### config.mk
export PLATFORM = sky130hd
export DESIGN_NAME = acsi_multi
export DESIGN_NICKNAME = d
export VERILOG_FILES = /design/src/rtl/acsi_pkg.sv /design/src/rtl/acsi_reply_rom.sv /design/src/rtl/acsi_multi.sv
export SDC_FILE = /design/constraint.sdc
export NUM_CORES = 1
export LEC_CHECK = 0
export ABC_AREA = 1
export CAP_MARGIN = 20
export CORE_MARGIN = 8
export CORE_UTILIZATION = 63
export DETAILED_ROUTE_END_ITERATION = 12
export PLACE_DENSITY = 0.89
export SETUP_SLACK_MARGIN = 0.4
export SYNTH_ARGS = -nofsm -noshare
export SYNTH_HDL_FRONTEND = slang
export SYNTH_SLANG_ARGS = --single-unit
### constraint.sdc
create_clock -name clk -period 10.55 [get_ports clk]
set_clock_uncertainty 0.05 [all_clocks]
set_input_delay 2.11 -clock clk [delete_from_list [all_inputs] [get_ports clk]]
set_output_delay 2.11 -clock clk [all_outputs]
set_load 0.005 [all_outputs]
### src/rtl/acsi_pkg.sv
// Shared definitions for the multi-target ACSI command engine: opcodes,
// additional sense codes, FSM encodings and the command-length rule.
package acsi_pkg;

  localparam logic [7:0] OP_TEST_UNIT_READY = 8'h00;
  localparam logic [7:0] OP_REQUEST_SENSE   = 8'h03;
  localparam logic [7:0] OP_READ6           = 8'h08;
  localparam logic [7:0] OP_WRITE6          = 8'h0A;
  localparam logic [7:0] OP_SEEK6           = 8'h0B;
  localparam logic [7:0] OP_INQUIRY         = 8'h12;
  localparam logic [7:0] OP_MODE_SENSE6     = 8'h1A;
  localparam logic [7:0] OP_READ_CAPACITY   = 8'h25;
  localparam logic [7:0] OP_READ10          = 8'h28;
  localparam logic [7:0] OP_WRITE10         = 8'h2A;
  localparam logic [7:0] OP_SEEK10          = 8'h2B;
  localparam logic [7:0] OP_REPORT_LUNS     = 8'hA0;

  // First-byte opcode field that escapes to an extended (ICD) command
  localparam logic [4:0] OP_ICD_ESC = 5'h1F;

  localparam logic [7:0] ASC_NONE           = 8'h00;
  localparam logic [7:0] ASC_INVALID_OPCODE = 8'h20;
  localparam logic [7:0] ASC_LBA_RANGE      = 8'h21;
  localparam logic [7:0] ASC_INVALID_LUN    = 8'h25;

  localparam logic [7:0] SENSE_KEY_ILLEGAL  = 8'h05;

  typedef logic [2:0] state_t;
  localparam state_t ST_IDLE      = 3'd0;
  localparam state_t ST_CMD       = 3'd1;
  localparam state_t ST_REPLY     = 3'd2;
  localparam state_t ST_XFER_REQ  = 3'd3;
  localparam state_t ST_XFER_WAIT = 3'd4;

  function automatic logic [4:0] cmd_len(input logic [7:0] op);
    logic [4:0] len;
    len = 5'd6;
    if (op >= 8'h20 && op <= 8'h5F) len = 5'd10;
    else if (op >= 8'h80 && op <= 8'h9F) len = 5'd16;
    else if (op >= 8'hA0 && op <= 8'hBF) len = 5'd12;
    return len;
  endfunction

endpackage

### src/rtl/acsi_reply_rom.sv
// Reply word generator for the data-returning commands; purely combinational,
// indexed by opcode and 16-bit word position.
module acsi_reply_rom
  import acsi_pkg::*;
(
  input  logic [7:0]  opcode,
  input  logic [7:0]  word_idx,
  input  logic [22:0] blocks,
  input  logic [7:0]  asc,
  output logic [15:0] data
);

  logic [31:0] last_lba;
  logic [23:0] blk24;

  assign last_lba = {9'b0, blocks} - 32'd1;
  assign blk24    = {1'b0, blocks};

  always_comb begin
    data = '0;
    case (opcode)
      OP_REQUEST_SENSE: begin
        case (word_idx)
          8'd0: data = 16'h7000;
          8'd1: data = {(asc != ASC_NONE) ? SENSE_KEY_ILLEGAL : 8'h00, 8'h00};
          8'd3: data = 16'h000B;
          8'd6: data = {asc, 8'h00};
          default: data = '0;
        endcase
      end
      OP_INQUIRY: begin
        case (word_idx)
          8'd0, 8'd3: data = '0;
          8'd1: data = 16'h0100;
          8'd2: data = 16'h1F00;
          8'd4: data = 16'h4143;
          8'd5: data = 16'h5349;
          8'd8: data = 16'h5344;
          // remaining vendor/product/revision text is space padded
          default: data = (word_idx < 8'd18) ? 16'h2020 : 16'h0000;
        endcase
      end
      OP_MODE_SENSE6: begin
        case (word_idx)
          8'd0: data = 16'h0F00;
          8'd1: data = 16'h0008;
          8'd2: data = {8'h00, blk24[23:16]};
          8'd3: data = blk24[15:0];
          8'd5: data = 16'h0200;
          default: data = '0;
        endcase
      end
      OP_READ_CAPACITY: begin
        case (word_idx)
          8'd0: data = last_lba[31:16];
          8'd1: data = last_lba[15:0];
          8'd3: data = 16'h0200;
          default: data = '0;
        endcase
      end
      OP_REPORT_LUNS: begin
        if (word_idx == 8'd1) data = 16'h0008;
      end
      default: data = '0;
    endcase
  end

endmodule

### src/rtl/acsi_multi.sv
// ACSI command engine serving several SD-backed targets: collects command
// bytes from the CPU port, then streams sector requests or reply words.
module acsi_multi
  import acsi_pkg::*;
#(
  parameter int NUM_TARGETS = 2,
  parameter int MAX_SECTORS = 256
) (
  input  logic                     clk,
  input  logic                     reset,
  input  logic                     clk_en,
  input  logic [7:0]               enable,
  input  logic [NUM_TARGETS*32-1:0] img_size,
  output logic [NUM_TARGETS-1:0]   data_rd_req,
  output logic [NUM_TARGETS-1:0]   data_wr_req,
  output logic [31:0]              data_lba,
  input  logic                     data_busy,
  input  logic                     sector_done,
  input  logic                     cpu_a1,
  input  logic                     cpu_sel,
  input  logic                     cpu_rw,
  input  logic [7:0]               cpu_din,
  output logic [7:0]               cpu_dout,
  output logic [15:0]              reply_data,
  output logic                     reply_req,
  input  logic                     reply_ack,
  output logic                     irq
);

  state_t      state;
  logic [2:0]  target;
  logic [3:0]  idx;
  logic [7:0]  cmd [9];
  logic        err;
  logic        sel_d;
  logic [16:0] remaining;
  logic        xfer_write;
  logic [7:0]  reply_len;
  logic [7:0]  word_idx;
  logic [7:0]  asc [NUM_TARGETS];

  logic        access, cpu_wr, start_cmd, tgt_ok, cmd_byte, last_byte, execute;
  logic [2:0]  new_tgt;
  logic [4:0]  cur_len;
  logic [7:0]  cb [9];
  logic [31:0] img_cur;
  logic [22:0] blocks_cur;
  logic [7:0]  asc_cur;
  logic [NUM_TARGETS-1:0] onehot;
  logic        unused_bits;

  assign access    = clk_en & cpu_sel & ~sel_d;
  assign cpu_wr    = access & ~cpu_rw;
  assign new_tgt   = cpu_din[7:5];
  assign tgt_ok    = (32'(new_tgt) < NUM_TARGETS) && enable[new_tgt];
  assign start_cmd = cpu_wr & ~cpu_a1 & tgt_ok;
  assign cmd_byte  = cpu_wr & cpu_a1 & (state == ST_CMD);
  assign cpu_dout  = {6'b0, err, 1'b0};

  always_comb begin
    img_cur = '0;
    asc_cur = '0;
    onehot  = '0;
    for (int unsigned t = 0; t < NUM_TARGETS; t++) begin
      if (t == 32'(target)) begin
        img_cur   = img_size[t*32 +: 32];
        asc_cur   = asc[t];
        onehot[t] = 1'b1;
      end
    end
  end
  assign blocks_cur = img_cur[31:9];

  // Command bytes as they will look once the byte being written lands
  always_comb begin
    for (int unsigned i = 0; i < 9; i++) cb[i] = cmd[i];
    if (cmd_byte && idx < 4'd9) cb[idx] = cpu_din;
  end

  // idx 0 only occurs after an ICD escape, where this byte is the opcode
  assign cur_len   = (idx == 4'd0) ? cmd_len(cpu_din) : cmd_len(cmd[0]);
  assign last_byte = ({1'b0, idx} + 5'd1) == cur_len;
  assign execute   = cmd_byte & last_byte;
  assign unused_bits = ^{img_cur[8:0], cb[6]};

  logic        supported, lun_chk, is_rw, is_write, is_reply;
  logic [31:0] xlba;
  logic [16:0] xcnt;
  logic [7:0]  rep_words;
  logic        range_bad;
  logic        exec_err, exec_done, exec_xfer, exec_reply;
  logic [7:0]  err_asc;

  always_comb begin
    supported = 1'b0;
    lun_chk   = 1'b0;
    is_rw     = 1'b0;
    is_write  = 1'b0;
    is_reply  = 1'b0;
    xlba      = '0;
    xcnt      = '0;
    rep_words = '0;
    case (cb[0])
      OP_TEST_UNIT_READY, OP_SEEK6, OP_SEEK10: begin
        supported = 1'b1;
        lun_chk   = 1'b1;
      end
      OP_READ6, OP_WRITE6: begin
        supported = 1'b1;
        lun_chk   = 1'b1;
        is_rw     = 1'b1;
        is_write  = (cb[0] == OP_WRITE6);
        xlba      = {11'b0, cb[1][4:0], cb[2], cb[3]};
        xcnt      = (cb[4] == 8'd0) ? 17'd256 : {9'b0, cb[4]};
      end
      OP_READ10, OP_WRITE10: begin
        supported = 1'b1;
        lun_chk   = 1'b1;
        is_rw     = 1'b1;
        is_write  = (cb[0] == OP_WRITE10);
        xlba      = {cb[2], cb[3], cb[4], cb[5]};
        xcnt      = {1'b0, cb[7], cb[8]};
      end
      OP_REQUEST_SENSE, OP_INQUIRY: begin
        supported = 1'b1;
        is_reply  = 1'b1;
        rep_words = {1'b0, cb[4][7:1]};
      end
      OP_MODE_SENSE6, OP_REPORT_LUNS: begin
        supported = 1'b1;
        is_reply  = 1'b1;
        rep_words = 8'd8;
      end
      OP_READ_CAPACITY: begin
        supported = 1'b1;
        is_reply  = 1'b1;
        rep_words = 8'd4;
      end
      default: ;
    endcase
  end

  assign range_bad = (({1'b0, xlba} + {16'b0, xcnt}) > {10'b0, blocks_cur}) ||
                     ({15'b0, xcnt} > 32'(MAX_SECTORS));

  always_comb begin
    exec_err   = 1'b0;
    exec_done  = 1'b0;
    exec_xfer  = 1'b0;
    exec_reply = 1'b0;
    err_asc    = ASC_NONE;
    if (!supported) begin
      exec_err = 1'b1;
      err_asc  = ASC_INVALID_OPCODE;
    end else if (lun_chk && cb[1][7:5] != 3'd0) begin
      exec_err = 1'b1;
      err_asc  = ASC_INVALID_LUN;
    end else if (is_rw) begin
      if (xcnt == '0) exec_done = 1'b1;
      else if (range_bad) begin
        exec_err = 1'b1;
        err_asc  = ASC_LBA_RANGE;
      end else exec_xfer = 1'b1;
    end else if (is_reply) begin
      if (rep_words == '0) exec_done = 1'b1;
      else exec_reply = 1'b1;
    end else begin
      exec_done = 1'b1;
    end
  end

  logic fsm_go, xfer_last, reply_last, asc_wr;
  logic [7:0] asc_val;

  assign fsm_go     = ~start_cmd & ~cmd_byte;
  assign xfer_last  = fsm_go && state == ST_XFER_WAIT && sector_done && remaining <= 17'd1;
  assign reply_last = fsm_go && state == ST_REPLY && reply_ack &&
                      word_idx == reply_len - 8'd1;
  assign asc_wr     = (execute && (exec_err || exec_done)) || xfer_last || reply_last;
  assign asc_val    = (execute && exec_err) ? err_asc : ASC_NONE;

  always_ff @(posedge clk) begin
    if (reset) begin
      for (int unsigned t = 0; t < NUM_TARGETS; t++) asc[t] <= '0;
    end else if (asc_wr) begin
      for (int unsigned t = 0; t < NUM_TARGETS; t++)
        if (t == 32'(target)) asc[t] <= asc_val;
    end
  end

  always_ff @(posedge clk) begin
    if (reset) begin
      state       <= ST_IDLE;
      target      <= '0;
      idx         <= '0;
      for (int unsigned i = 0; i < 9; i++) cmd[i] <= '0;
      err         <= 1'b0;
      irq         <= 1'b0;
      sel_d       <= 1'b0;
      remaining   <= '0;
      xfer_write  <= 1'b0;
      reply_len   <= '0;
      word_idx    <= '0;
      reply_req   <= 1'b0;
      data_lba    <= '0;
      data_rd_req <= '0;
      data_wr_req <= '0;
    end else begin
      if (clk_en) sel_d <= cpu_sel;
      if (access) irq <= 1'b0;
      if (start_cmd) begin
        // A new first byte always wins, aborting any reply or transfer
        target      <= new_tgt;
        err         <= 1'b0;
        data_rd_req <= '0;
        data_wr_req <= '0;
        reply_req   <= 1'b0;
        irq         <= 1'b1;
        state       <= ST_CMD;
        if (cpu_din[4:0] == OP_ICD_ESC) idx <= 4'd0;
        else begin
          cmd[0] <= {3'b0, cpu_din[4:0]};
          idx    <= 4'd1;
        end
      end else if (cmd_byte) begin
        if (idx < 4'd9) cmd[idx] <= cpu_din;
        if (last_byte) begin
          state <= ST_IDLE;
          if (exec_err) begin
            err <= 1'b1;
            irq <= 1'b1;
          end
          if (exec_done) irq <= 1'b1;
          if (exec_xfer) begin
            state       <= ST_XFER_REQ;
            data_lba    <= xlba;
            remaining   <= xcnt;
            xfer_write  <= is_write;
            data_rd_req <= is_write ? '0 : onehot;
            data_wr_req <= is_write ? onehot : '0;
          end
          if (exec_reply) begin
            state     <= ST_REPLY;
            reply_req <= 1'b1;
            word_idx  <= '0;
            reply_len <= rep_words;
          end
        end else begin
          idx <= idx + 4'd1;
          irq <= 1'b1;
        end
      end else begin
        case (state)
          ST_XFER_REQ: begin
            if (data_busy) begin
              data_rd_req <= '0;
              data_wr_req <= '0;
              state       <= ST_XFER_WAIT;
            end
          end
          ST_XFER_WAIT: begin
            if (sector_done) begin
              remaining <= remaining - 17'd1;
              data_lba  <= data_lba + 32'd1;
              if (remaining > 17'd1) begin
                state       <= ST_XFER_REQ;
                data_rd_req <= xfer_write ? '0 : onehot;
                data_wr_req <= xfer_write ? onehot : '0;
              end else begin
                state <= ST_IDLE;
                irq   <= 1'b1;
              end
            end
          end
          ST_REPLY: begin
            if (reply_ack) begin
              if (reply_last) begin
                reply_req <= 1'b0;
                state     <= ST_IDLE;
                irq       <= 1'b1;
              end else word_idx <= word_idx + 8'd1;
            end
          end
          default: ;
        endcase
      end
    end
  end

  acsi_reply_rom u_rom (
    .opcode   (cmd[0]),
    .word_idx (word_idx),
    .blocks   (blocks_cur),
    .asc      (asc_cur),
    .data     (reply_data)
  );

endmodule

==> metrics.yaml, run 1 <==
status: "finished, final reports clean"
p_per_area_nw_per_um2: 131
die_w_um: 162
vdd_drop_max_mv: 0.111
grtUsageTotal: 0.334
area_growth_pct: 14.3
final_cell_area_um2: 15400
yosys.area_share.adder: 0.0508
grt_pass1_vias: 13800
post-place-ws_ns: 0.679
dieHeight_um: 162
cp_common_cell: "nand2_1"
fp.coreArea_um2: 21000
initial_core_util: 0.641
critPathLaunchType: "input port"
grt_pass1_wl_um: 70700
clk_latency_ns: 0.44
hold_depth: 2
hold_viol_final: 0
detail_route.iter0.violations: 1901
tns_ns: 0
clkSlewWorstSetupHoldPaths_ns: 0.08
syn_inst: 2094
hold_buffers: 0
hold_slack_ns: 0.406
worst-setup-path-type: "in -> reg"
fillers: 1729
num_rows: 53
synth_seq_cells: 153
finish.utilization: 0.733
synth-xor-area-share: 0.0476
syn-cell-area_um2: 13400
vias_per_cell: 6.00
routed_wl_um: 45300
fin_ws_ns: 1.04
synth_top_cells_by_count: "nand2_1, nor2_1, inv_1, o21ai_0, nand3_1"
cts_max_level: 4
slowest_delay_ns: 0.52
firstDrtPassIters: 8
drtAntennaViolNets: 0
layout-drive-gt1-share: 0.0560
routabilityCongestion: 0.979
place_area_um2: 14800
cts_tree: "done"
critPathRequiredTime_ns: 10.89
dp_cells: 2439
rsz0062_at_grt: "false"
yosysWarningCount: 0
vias: 14800
ys_top_cells_by_area: "edfxtp_1, nand2_1, dfxtp_1, nor2_1, inv_1"
numCtsBuffers: 17
power_mw: 2.01
synthSimpleGateAreaFrac: 0.335
avgRoutedWirePerCell_um: 18.3
cp_max_fo: 40
rr_worst_depth: 40
grt-ovfl-total: 0
io-pin-count: 151
cts.sinks: 153
fin_nets: 2326
synth.most_common_cell: "nand2_1"
synth_top_flop_cell: "dfxtp_1"
synth_top_area_share: 0.156
dpl.hpwl_um: 34300
synth_top_area_cell: "edfxtp_1"
synthMuxAreaShare: 0.00810
ys_seq_area_frac: 0.280
synth_compound_area_frac: 0.164
holdCritPathClass: "reg -> reg"
clock_path_buffers: 2
max_freq_mhz: 105
synth_edf_count: 70
p_leak_nw: 6.99
fin_crit_ns: 9.51
setup_viol: 0
endpoint_kind: "flip-flop"
portBuffers: 121
cts-root-buf: "clkbuf_16"
cp.arrival_ns: 9.85
worstMarginPinSlew_ns: 1.06
drv_slew: 0
drv_cap: 0
crit_slowest_cell: "clkdlybuf4s50_1"
async_reset_ff_frac: 0
dieArea_um2: 26300
stdcell_count: 2472
antenna_found_initial: 1
grt_max_degree: 63
synth_top_family_by_area: "simple AND/OR/NAND/NOR gates"
post-route-drc-count: 0
yosysUniqueCellTypes: 61
worst_slew_margin_rel: 0.285
fin_crit_sh: 0.901
synth.avg_cell_area_um2: 6.42
cells by family (layout without fill, tap and decap cells):
kind of cell,count (synthesis),in the layout
simple gates,1038,1038
compound gates,391,391
buf+inv,374,470
flops,153,153
xor+xnor,73,73
fa+ha+maj,54,54
mux,10,10
other cells,1,8
worst max-delay path, delay by kind of cell:
kind / cells / cell delay (ns)
AOI/OAI and AO/OA: 4 / 1.33
xor gates and xnor gates: 1 / 0.17
adders and majority gates: 3 / 0.91
buffers and inverters: 6 / 1.40
and+or+nand+nor: 25 / 3.90
repair_timing:
action                     CTS  global route
buffers inserted             0             0
setup endpoints to repair    0            19
gates resized for setup      0             1
per-layer routing:
layer	vias to the layer above	routed length (um)	global-route usage
met3	187	5260	0.0866
met4	2	2140	0.165
met1	6648	17600	0.407
met5	-	11	0
li1	7050	-	-
met2	934	20300	0.540
worst paths after layout:
kind | start | endpoint | slack [ns]
worst max-delay path | clk_en | data_lba[1] | 1.04
worst min-delay path | target[2] | target[2] | 0.41
worst max register to register | idx[0] | data_lba[1] | 2.25
worst min register to register | target[2] | target[2] | 0.41
layout by cell type (no fill, tap or decap), drive strengths merged, types with 3 or more instances in the layout:
cell type      synthesis  layout
mux2                   7       7
nor3                  54      54
a22o                   4       4
o211ai                 6       6
inv                  291     301
a211oi                10      10
buf                   36      22
ha                    53      53
clkdlybuf4s50          0     121
mux2i                  3       3
conb                   1       7
edfxtp                70      70
dfxtp                 83      83
a21oi                103     103
nand4                 27      27
a31oi                  9       9
o2111ai               11      11
o21a                   3       3
nor4                  15      15
o22ai                 40      40
o21ai                185     185
nand2                473     473
xnor2                 20      20
o32ai                  3       3
clkbuf                43      17
nor2                 331     331
o31ai                  4       4
clkinv                 4       9
xor2                  53      53
nand3b                 7       7
nand3                118     118
or2                    6       6
nor3b                  3       3
report_power, final:
group          internal [mW]  leakage, nW  total, mW  switching [mW]
Sequential             0.674         1.39      0.734          0.0603
Clock                  0.320        0.294      0.626           0.306
Combinational          0.257         5.30      0.651           0.394
Total                   1.25         6.99       2.01           0.760
cell type report:
class,instances,area [um^2],area share
Sequential cell,153,3760,0.245
Inverter,295,1110,0.0721
Antenna cell,1,2.50,0.000163
Clock buffer,17,425,0.0277
Tap cell,275,344,0.0224
Timing Repair Buffer,143,1380,0.0896
Multi-Input combinational cell,1573,8180,0.532
Clock inverter,15,169,0.0110
sequential cells by signal, indices dropped and copies added, names as in the netlist:
register	cells
target	3
xfer_write	1
data_wr_req	2
data_rd_req	2
state	3
err	1
data_lba	32
reply_len	7
word_idx	8
idx	4
remaining	17
sel_d	1
irq	1
reply_req	1
asc	6
cmd	64
(Power assumes the default switching activity.)
==> run 2, diff against run 1 <==
CELL_PAD_IN_SITES_DETAIL_PLACEMENT = 2   (was unset)
CELL_PAD_IN_SITES_GLOBAL_PLACEMENT = 2   (was unset)
CORE_UTILIZATION = 34   (was 63)
PLACE_DENSITY = 0.88   (was 0.89)
==> run 2 against run 1 <==
Compared with the run above:
- register-to-register slack gained 0.03 ns
- global-route usage fell by 6.7 points
- worst hold slack gained 0.019 ns
- combinational power increased by 9.7%
- core utilization decreased by 33 points
- flip-flop and latch count unchanged
- largest cell class unchanged
==> metrics.yaml, run 2 (synthesis results as in run 1) <==
fin_crit_ns: 9.38  # -0.131 ns
cp.arrival_ns: 9.72  # -0.13 ns
top_register: "cmd"
critPathRequiredTime_ns: 10.89  # about the same
hold_buffers: 0  # unchanged
fin_ws_ns: 1.17  # +0.131 ns
firstDrtPassIters: 5  # -3
numCtsBuffers: 17  # unchanged
place_area_um2: 15100  # +2.4%
clkSlewWorstSetupHoldPaths_ns: 0.07  # about the same
grt_pass1_vias: 16600  # +20%
num_rows: 73  # +38%
finish.utilization: 0.399  # -0.334
postCtsResizedCells: 0  # unchanged
post-route-drc-count: 0  # unchanged
worst_slew_margin_rel: 0.247  # -0.0380
dpl.hpwl_um: 48200  # +41%
cts.sinks: 153  # unchanged
vias: 15200  # +2.7%
grtUsageTotal: 0.267  # -0.0675
drv_slew: 0  # unchanged
p_leak_nw: 7.01  # +0.25%
crit_slowest_cell: "o21ai_0"
clk_latency_ns: 0.46  # +0.02 ns
routed_wl_um: 63800  # +41%
io-pin-count: 151  # unchanged
grt_pass1_wl_um: 97600  # +38%
dieHeight_um: 215  # +33%
cts-root-buf: "clkbuf_16"
status: "finished, final reports clean"
final_common_cell: "nand2_1"
cts_tree: "done"
drv_cap: 0  # unchanged
grt_max_degree: 59  # -6.3%
clock_path_buffers: 2  # unchanged
hold_slack_ns: 0.425  # +0.0190 ns
final_cell_mix: "nand2_1, nor2_1, inv_1"
drtAntennaViolNets: 0  # unchanged
slowest_delay_ns: 0.53  # about the same
avgRoutedWirePerCell_um: 23.4  # +27%
vias_per_cell: 5.57  # -7.1%
area_growth_pct: 16.9
initial_core_util: 0.341  # -0.300
tns_ns: 0  # unchanged
final_cell_area_um2: 15700  # +2.2%
fp.coreArea_um2: 39400  # +88%
die_w_um: 215  # +33%
portBuffers: 121  # unchanged
top_regs: "cmd: 64 flops, data_lba: 32 flops, remaining: 17 flops"
fin_crit_sh: 0.889  # -0.0124
holdCritPathClass: "reg -> reg"
worstMarginPinSlew_ns: 1.12  # +0.0582 ns
post-place-ws_ns: 0.725  # +0.0461 ns
vdd_drop_max_mv: 0.107  # -3.9%
routabilityCongestion: 0.957  # -2.3%
setup_viol: 0  # unchanged
grt-ovfl-total: 0  # unchanged
worst-setup-path-type: "in -> reg"
max_freq_mhz: 107  # +1.4%
dieArea_um2: 46100  # +76%
hold_viol_final: 0  # unchanged
critPathLaunchType: "input port"
endpoint_kind: "flip-flop"
p_per_area_nw_per_um2: 132  # +1.1%
cp_max_fo: 22  # -45%
layout-drive-gt1-share: 0.0571  # +0.00111
largest_register_ffs: 64  # unchanged
cts_setup_buffers: 0  # unchanged
detail_route.iter0.violations: 984  # -48%
fillers: 4782  # +180%
antenna_found_initial: 0  # -1
fin_nets: 2336  # +0.43%
cts_max_level: 4  # unchanged
rsz0062_at_grt: "false"
## run 2: path summary, 6_finish.rpt
kind,start,to,slack (ns),cells past startpoint
hold / removal,target[1],target[1],0.43,2
setup / recovery,clk_en,data_lba[22],1.17,36
hold reg to reg,target[1],target[1],0.43,2
setup reg to reg,idx[0],data_lba[22],2.28,37
## run 2: layer usage
| layer | wire length [um] | up-vias | track usage |
|---|---|---|---|
| li1 | - | 7061 | - |
| met1 | 26500 | 7587 | 0.320 |
| met2 | 31700 | 434 | 0.471 |
| met3 | 3350 | 132 | 0.0445 |
| met4 | 2260 | 0 | 0.0999 |
| met5 | 0 | - | 0 |
## run 2: critical path, delay by kind of cell
kind | cells | cell delay (ns)
compound gates | 6 | 1.88
xor+xnor | 1 | 0.08
fa+ha+maj | 3 | 0.98
buf+inv | 3 | 1.01
simple gates | 23 | 3.61
## run 2: cell type report
type                       instances  area [um^2]  area share
tap                              525          657      0.0418
inverter                         295         1110      0.0705
clock inverter                    11          104     0.00661
multi-input combinational       1573         8180       0.521
clock buffer                      21          450      0.0287
sequential                       153         3760       0.240
timing repair buffer             153         1440      0.0919
antenna                            1         2.50    0.000159
## run 2: power breakdown
group	switching, mW	internal (mW)	total (mW)	leakage [nW]
Clock	0.273	0.349	0.623	0.264
Sequential	0.0663	0.674	0.741	1.39
Combinational	0.453	0.261	0.714	5.35
## run 2: per-stage QoR
stage               instances  power, mW
floorplan                2100       1.18
global placement         2695       1.39
detailed placement       2695       1.45
CTS                      2727       2.08
global route             2731       2.19
finish                   2732       2.08
==> run 3, diff against run 2 <==
ABC_AREA = unset   (was 1)
CORE_MARGIN = unset   (was 8)
CORE_UTILIZATION = 37   (was 34)
PLACE_DENSITY = 0.89   (was 0.88)
==> run 3 against run 2 <==
Compared with the run above:
- cell count decreased by 20%
- core utilization is 4.5 points higher
- critical path depth down 5
- first-iteration DRC count rose by 9.1%
- setup slack lost 0.40 ns
- total power down 18%
- synthesized cell count is 22% lower
- worst hold slack better by 0.021 ns
- sequential power is 9.4% lower
- routed wire length fell by 6.4%
- flip-flop and latch count stayed put
- combinational power shrank 46%
==> metrics.yaml, run 3 <==
slowest_delay_ns: 0.65  # +0.12 ns
critPathLaunchType: "input port"
power_mw: 1.70  # -18%
grt_pass1_wl_um: 91300  # -6.4%
firstDrtPassIters: 5  # unchanged
holdCritPathClass: "reg -> reg"
dpl.hpwl_um: 44400  # -7.9%
p_per_area_nw_per_um2: 111  # -16%
synth_top_cells_by_count: "nand2_1, nor2_1, a21oi_1, clkbuf_1, dfxtp_1"
top_regs: "cmd: 64 flops, data_lba: 32 flops, remaining: 17 flops"
path_buf_inv: 5  # +2
area_growth_pct: 18.4
cts-root-buf: "clkbuf_16"
cp.arrival_ns: 9.91  # +0.19 ns
portBuffers: 119  # -1.7%
yosysWarningCount: 0  # unchanged
largest_register_ffs: 64  # unchanged
ys_top_cells_by_area: "edfxtp_1, dfxtp_1, ha_1, mux2i_1, nand2_1"
stdcell_count: 2182  # -20%
cts_tree: "done"
drv_cap: 0  # unchanged
fin_crit_ns: 9.78  # +0.400 ns
grtUsageTotal: 0.335  # +0.0689
grt-ovfl-total: 0  # unchanged
avgRoutedWirePerCell_um: 27.4  # +17%
final_cell_mix: "nand2_1, nor2_1, clkdlybuf4s50_1"
layout-drive-gt1-share: 0.0915  # +0.0344
dieHeight_um: 189  # -12%
synth_top_flop_cell: "dfxtp_1"
hold_viol_final: 0  # unchanged
final_common_cell: "nand2_1"
fin_ws_ns: 0.771  # -0.400 ns
top_register: "cmd"
fin_nets: 1856  # -21%
yosysUniqueCellTypes: 89  # +46%
fp.coreArea_um2: 34500  # -12%
dp_cells: 2148  # -20%
vias_per_cell: 6.44  # +16%
reg2reg_slack_ns: 1.79  # -0.49 ns
tns_ns: 0  # unchanged
max_freq_mhz: 102  # -4.1%
vdd_drop_max_mv: 0.126  # +17%
synth.most_common_cell: "nand2_1"
setup_viol: 0  # unchanged
worst-setup-path-type: "in -> reg"
async_reset_ff_frac: 0  # unchanged
p_leak_nw: 5.74  # -18%
numCtsBuffers: 17  # unchanged
synth.avg_cell_area_um2: 7.92  # +23%
fin_crit_sh: 0.927  # +0.0379
rsz0062_at_grt: "false"
syn_inst: 1631  # -22%
critPathRequiredTime_ns: 10.68  # -0.21 ns
dieArea_um2: 35700  # -23%
place_area_um2: 14600  # -3.4%
grt_max_degree: 48  # -19%
drv_slew: 0  # unchanged
grt_pass1_vias: 15000  # -10%
cts.sinks: 153  # unchanged
routabilityCongestion: 0.964  # +0.75%
synth_edf_count: 70  # unchanged
cp_max_fo: 17  # -23%
io-pin-count: 151  # unchanged
final_cell_area_um2: 15300  # -2.6%
endpoint_kind: "flip-flop"
cts_max_level: 4  # unchanged
crit_family: "compound AO/OA/AOI/OAI gates"
num_rows: 68  # -6.8%
synth_top_area_cell: "edfxtp_1"
post-place-ws_ns: -0.0870  # -0.812 ns
hold_buffers: 0  # unchanged
finish.utilization: 0.444  # +0.0449
cp_common_cell: "buf_4"
ys_seq_area_frac: 0.291  # +0.0113
drtAntennaViolNets: 0  # unchanged
vias: 14000  # -7.7%
worst_slew_margin_rel: 0.306  # +0.0588
clk_latency_ns: 0.48  # +0.02 ns
detail_route.iter0.violations: 1074  # +9.1%
hold_slack_ns: 0.446  # +0.0213 ns
syn-cell-area_um2: 12900  # -3.9%
antenna_found_initial: 1  # +1
die_w_um: 189  # -12%
status: "finished, final reports clean"
synth_seq_cells: 153  # unchanged
worstMarginPinSlew_ns: 1.03  # -0.0905 ns
routed_wl_um: 59700  # -6.4%
crit_slowest_cell: "o22ai_1"
clock_path_buffers: 2  # unchanged
synth_top_area_share: 0.163  # +0.00632
clkSlewWorstSetupHoldPaths_ns: 0.06  # about the same
post-route-drc-count: 0  # unchanged
initial_core_util: 0.375  # +0.0335
run 3: power by group:
group          internal (mW)  switching [mW]  leakage [nW]
logic                  0.137           0.252          4.08
registers              0.642          0.0288          1.39
clock network          0.347           0.290         0.271
total                   1.13           0.570          5.74
run 3: layout make-up:
class	instances	area [um^2]
Fill cell	3832	19200
Multi-Input combinational cell	1331	8670
Sequential cell	153	3760
Timing Repair Buffer	169	1560
Tap cell	455	569
Clock buffer	17	425
Inverter	41	154
Clock inverter	15	149
Antenna cell	1	2.50
run 3: cells by family (layout without fill, tap and decap cells):
group	Yosys count	in the layout	synth area share
multiplexers	89	89	0.0712
AND/OR/NAND/NOR	691	691	0.277
buffers and inverters	153	242	0.0483
XOR/XNOR	68	68	0.0461
other	1	8	0.000290
adder cells (fa/ha/maj)	54	54	0.0529
flip-flops	153	153	0.291
AO/OA/AOI/OAI	422	422	0.213
run 3: what timing repair did:
action	4_1_cts	5_1_grt
resized for setup	2	15
setup buffers	0	1
endpoints found under the setup margin	13	54
gates cloned	0	0
pin swaps	0	0
run 3: per-layer routing:
metal / part of all wire / vias to the layer above / track usage
met5: 0 / - / 0
met4: 0.041 / 0 / 0.158
met3: 0.055 / 146 / 0.0562
met1: 0.42 / 7099 / 0.414
li1: - / 6247 / -
met2: 0.48 / 554 / 0.567
run 3: final timing paths:
| path | start | endpoint | depth (start not counted) |
|---|---|---|---|
| setup / recovery | cpu_a1 | asc[0][13] | 31 |
| hold / removal | reply_req | reply_req | 2 |
| setup reg to reg | idx[0] | asc[0][13] | 31 |
| hold reg to reg | reply_req | reply_req | 2 |
run 3: worst reg2reg max path: cells and delay by family (launching register included):
kind            cells  cell delay [ns]
fa+ha+maj           3             1.03
simple gates        9             2.09
buf+inv             4             0.90
compound gates     14             3.74
flops               1             0.43
xor+xnor            1             0.22
